**src/rtl/f1_reaction_timer.sv**
```systemverilog
// ============================================================================
// f1_reaction_timer : measures tick-count reaction time from lights-out to
// button press on an F1 start-light bar and flags jump starts.
// Rev 1.0
// ============================================================================
`default_nettype none

module f1_reaction_timer #(
    parameter int WIDTH = 8,
    parameter int CNT_W = 16
) (
    input  logic             clk,
    input  logic             rst_n,
    input  logic [WIDTH-1:0] lights,
    input  logic             trigger,
    input  logic             tick,
    output logic [CNT_W-1:0] time_out,
    output logic             valid,
    output logic             jump_start,
    output logic             busy
);

    typedef enum logic [2:0] {
        S_IDLE   = 3'd0,
        S_ARMING = 3'd1,
        S_ALL_ON = 3'd2,
        S_TIMING = 3'd3,
        S_DONE   = 3'd4,
        S_FAULT  = 3'd5
    } state_t;

    state_t             state_q, state_d;
    logic [CNT_W-1:0]   counter_q, counter_d;
    logic [CNT_W-1:0]   time_out_q, time_out_d;
    logic               trigger_q;
    logic               valid_q, valid_d;
    logic               jump_q, jump_d;

    logic               w_press;
    logic               w_full;
    logic               w_zero;

    assign w_press = trigger & ~trigger_q;
    assign w_full  = (lights == {WIDTH{1'b1}});
    assign w_zero  = (lights == '0);

    always_ff @(posedge clk or negedge rst_n) begin
        if (!rst_n) begin
            state_q    <= S_IDLE;
            counter_q  <= '0;
            time_out_q <= '0;
            trigger_q  <= 1'b0;
            valid_q    <= 1'b0;
            jump_q     <= 1'b0;
        end else begin
            state_q    <= state_d;
            counter_q  <= counter_d;
            time_out_q <= time_out_d;
            trigger_q  <= trigger;
            valid_q    <= valid_d;
            jump_q     <= jump_d;
        end
    end

    always_comb begin
        state_d    = state_q;
        counter_d  = counter_q;
        time_out_d = time_out_q;
        case (state_q)
            S_IDLE: begin
                if (w_full)       state_d = S_ALL_ON;
                else if (!w_zero) state_d = S_ARMING;
            end
            S_ARMING: begin
                if (w_press)      state_d = S_FAULT;
                else if (w_full)  state_d = S_ALL_ON;
                else if (w_zero)  state_d = S_IDLE;
            end
            S_ALL_ON: begin
                // A press coinciding with lights-out is still a jump start.
                if (w_press) begin
                    state_d = S_FAULT;
                end else if (w_zero) begin
                    state_d   = S_TIMING;
                    counter_d = '0;
                end else if (!w_full) begin
                    state_d = S_ARMING;
                end
            end
            S_TIMING: begin
                if (w_press) begin
                    state_d    = S_DONE;
                    time_out_d = counter_q;
                end else if (!w_zero) begin
                    state_d = S_ARMING;
                end else if (tick && (counter_q != {CNT_W{1'b1}})) begin
                    counter_d = counter_q + CNT_W'(1);
                end
            end
            S_DONE: begin
                state_d = S_IDLE;
            end
            S_FAULT: begin
                if (w_zero && !trigger) state_d = S_IDLE;
            end
            default: begin
                state_d = S_IDLE;
            end
        endcase
    end

    // Registered flags decoded from the next state so they align with it.
    assign valid_d = (state_d == S_DONE);
    assign jump_d  = (state_d == S_FAULT);

    assign time_out   = time_out_q;
    assign valid      = valid_q;
    assign jump_start = jump_q;
    assign busy       = (state_q == S_ARMING) || (state_q == S_ALL_ON) ||
                        (state_q == S_TIMING);

endmodule

`default_nettype wire

```
**config.mk**
```make
export PLATFORM = sky130hd
export DESIGN_NAME = f1_reaction_timer
export DESIGN_NICKNAME = d
export VERILOG_FILES = /design/src/rtl/f1_reaction_timer.sv
export SDC_FILE = /design/constraint.sdc
export NUM_CORES = 1
export LEC_CHECK = 0
export ABC_CLOCK_PERIOD_IN_PS = 2100
export BUFFER_PORTS_ARGS = -buffer_cell sky130_fd_sc_hd__buf_2
export CORE_MARGIN = 4
export CORE_UTILIZATION = 56
export DETAILED_ROUTE_END_ITERATION = 12
export PLACE_DENSITY = 0.85
export SKIP_LAST_GASP = 1
export SLEW_MARGIN = 40
export SYNTH_ARGS = -nofsm -noshare
export SYNTH_HDL_FRONTEND = slang
export SYNTH_SLANG_ARGS = --single-unit
```
**constraint.sdc**
```tcl
create_clock -name clk -period 2.1 [get_ports clk]
set_input_delay 0.315 -clock clk [delete_from_list [all_inputs] [get_ports clk]]
set_output_delay 0.315 -clock clk [all_outputs]
set_load 0.01 [all_outputs]
```
==> results.tsv <==
metric	value	unit
vias	1670	
cts-root-buf	clkbuf_4	
areaGrowthSynthToFinish	17.2	%
routedWlPerCell	14.5	µm
start_kind	register	
clkPwrFrac	34.9	%
final_core_util	69.1	%
portBuffers	30	
cts_buffers	5	
cts_tree	done	
grt_pass1_vias	1581	
hold_class	in -> reg	
max_clock_freq	522	MHz
dieArea	4590	µm²
io_pins	31	
p_sw	325	µW
finish.net_count	245	
grtUsageTotal	20.3	%
critPathKind	reg -> reg	
synthesis.area	2000	µm²
finalWirelength	4.05	mm
final_antenna_net_count	0	
cpPeakStageDelay	0.41	ns
diodes	0	
crit_slowest_cell	dfrtp_1	
peakVddDrop	0.512	mV
row_count	21	
place.gp.congestion	0.781	
path_cells	ha_2 > and3_1 > nand2_1 > nor4_2 > buf_4 > nor2_1 > mux2_2	
grt_max_degree	39	
cts.sinks	38	
cellInternalPower	1060	µW
first_pass_iters	4	
required	2.34	ns
coreArea	3390	µm²
slew_viol_final	0	
p_seq_share	55.0	%
sw_frac_of_total	23.4	%
grt_pass1_wl	6.88	mm
antenna_found_initial	0	
ys_seq_area_share	47.6	%
start_util	59.0	%
path_buf_inv	1	
path_max_fanout	11	
dp_slack	-0.0145	ns
final_layout_size_suffix_gt1_share	33.9	%
slew_headroom	69.4	%
drv_cap	0	
insertion_delay	0.35	ns
vias_per_cell	5.99	
drc	0	
rsz0062_at_grt	no	
cp-end-kind	register	
outcome	finished clean	
cts_buffer_depth	2	
initialDrtViolationCount	69	
grt_overflow	0	
setup_viol	0	
setup_slack	0.183	ns
post-dp-hpwl	2.95	mm
worst_pin_slew	0.460	ns
path_clk_slew	0.11	ns
postSynthAreaPerCell	10.5	µm²
cpLargestDelayFamily	simple AND/OR/NAND/NOR gates	
fin_crit_sh	91.3	%
hold_viol_final	0	
htreeDepth	2	
fin_worst_skew	0.00802	ns
power_frac_comb	10.1	%
yosys_warnings	0	
synth_seq_cells	38	
critPathArrivalTime	2.16	ns
syn_inst	191	
holdWs	0.124	ns
cellLeakagePower	0.00112	µW
total_power	1390	µW
yosysUniqueCellTypes	43	
fp.dieW	67.7	µm
syn_nets	204	
die_y	67.7	µm
layout_min_cycle_time	1.92	ns
power.density	592	nW/µm²
==> metrics by stage <==
step,cell area (µm²),cells,setup TNS [ns]
detailed placement,2240,269,-0.0268
global placement,2240,269,0
global route,2340,279,0
finish,2340,279,0
CTS,2320,277,0
floorplan,2000,191,0
==> layout make-up <==
type                       count  area [µm²]
fill                         266        1050
multi-input combinational    140         982
sequential                    38         951
timing repair buffer          45         268
tap                           46        57.6
clock buffer                   7        45.0
clock inverter                 1        30.0
inverter                       2        7.51
==> logic make-up (layout without fill, tap and decap cells) <==
kind of cell    Yosys count  count (layout)  share of synthesized area (%)
simple gates             83              83                           26.4
flops                    38              38                           47.6
compound gates           37              37                           11.5
mux                      18              18                           10.1
buf+inv                  13              55                           3.38
fa+ha+maj                 1               1                          0.626
xor+xnor                  1               1                          0.438
==> cell usage in the layout, fill, tap and decap left out, drive strengths merged <==
master / synthesis / layout
nand3b: 2 / 2
nor2: 9 / 9
o31a: 2 / 2
bufinv: 0 / 1
nand3: 8 / 8
nand2: 14 / 14
nor2b: 4 / 4
a21oi: 14 / 14
ha: 1 / 1
mux2i: 1 / 1
or2: 1 / 1
o21a: 2 / 2
clkbuf: 1 / 7
buf: 10 / 44
nand2b: 3 / 3
dlygate4sd3: 0 / 1
a31oi: 1 / 1
a22oi: 1 / 1
o22ai: 1 / 1
or3: 4 / 4
a211oi: 2 / 2
a22o: 1 / 1
and2: 1 / 1
nor4: 5 / 5
dfrtp: 38 / 38
o31ai: 6 / 6
and3: 7 / 7
or4: 8 / 8
o21ai: 6 / 6
nand4: 8 / 8
nor3: 8 / 8
o21bai: 1 / 1
mux2: 17 / 17
inv: 2 / 2
xnor2: 1 / 1
and4: 1 / 1
==> path summary, 6_finish.rpt <==
| check | startpoint | endpoint | slack [ns] | cells past startpoint |
|---|---|---|---|---|
| worst min register to register | time_out[13] | time_out[13] | 0.51 | 1 |
| worst max register to register | counter_q[1] | counter_q[0] | 0.18 | 7 |
| max in group asynchronous | rst_n | counter_q[0] | 1.32 | 2 |
| worst max-delay path | counter_q[1] | counter_q[0] | 0.18 | 7 |
| worst min-delay path | trigger | trigger_q | 0.12 | 1 |
| min in group asynchronous | rst_n | counter_q[2] | 0.45 | 2 |
==> synthesized netlist by cell type <==
master / count / share of area [%]
nor3_1: 6 / 1.5
o21a_1: 2 / 0.75
a31oi_1: 1 / 0.31
nor2_2: 1 / 0.31
o31a_1: 2 / 0.88
nand2_2: 1 / 0.31
mux2_2: 17 / 9.6
clkbuf_1: 1 / 0.19
nand3b_1: 2 / 0.75
o31ai_1: 6 / 2.3
nand2b_1: 3 / 0.94
or2_2: 1 / 0.31
o21ai_0: 6 / 1.5
buf_4: 3 / 1.1
a21oi_1: 14 / 3.5
dfrtp_1: 38 / 48
buf_1: 1 / 0.19
or3_1: 4 / 1.3
nor2_1: 7 / 1.3
o22ai_1: 1 / 0.31
nor4_2: 2 / 1.3
a211oi_1: 2 / 0.75
nand4_1: 8 / 2.5
and4_1: 1 / 0.44
ha_1: 1 / 0.63
buf_2: 6 / 1.5
nor3_4: 2 / 1.6
inv_1: 2 / 0.38
mux2i_1: 1 / 0.50
and3_1: 7 / 2.2
nor4_1: 3 / 0.94
and2_1: 1 / 0.31
nor2_8: 1 / 1.0
xnor2_1: 1 / 0.44
a22o_1: 1 / 0.44
or4_1: 6 / 2.3
nand2_1: 12 / 2.3
a22oi_1: 1 / 0.38
nor2b_1: 4 / 1.3
nand3_1: 8 / 2.0
o21bai_1: 1 / 0.38
or4_4: 2 / 1.1
nand2_4: 1 / 0.56
==> power by group through the flow <==
| stage | registers, µW | clock network, µW | logic, µW |
|---|---|---|---|
| 5_1_grt | 763 | 536 | 158 |
| 4_1_cts | 761 | 491 | 140 |
| 6_report | 762 | 484 | 140 |
| 2_1_floorplan | 771 | 0 | 80.3 |
| 3_5_place_dp | 775 | 0 | 139 |
| 3_3_place_gp | 775 | 0 | 136 |
==> sequential cells by signal (all words and copies together) (netlist names) <==
name / count
counter_q: 16
jump_start: 1
state_q: 3
time_out: 16
trigger_q: 1
valid: 1
==> what timing repair did <==
action,4_1_cts,5_1_grt
buffers inserted,0,1
endpoints found under the setup margin,0,2
hold endpoints to repair,0,38
hold buffers,0,1
resized for setup,0,1
==> per-layer routing <==
metal  global-route usage [%]  part of all wire [%]  vias to the layer above
met5                        0                     0                        -
met1                     23.7                    42                      805
met4                     9.37                   3.0                        0
met2                     34.3                    49                       49
li1                         -                     -                      802
met3                     5.49                   6.0                       14
No activity file was read; power rests on OpenSTA's default activity.
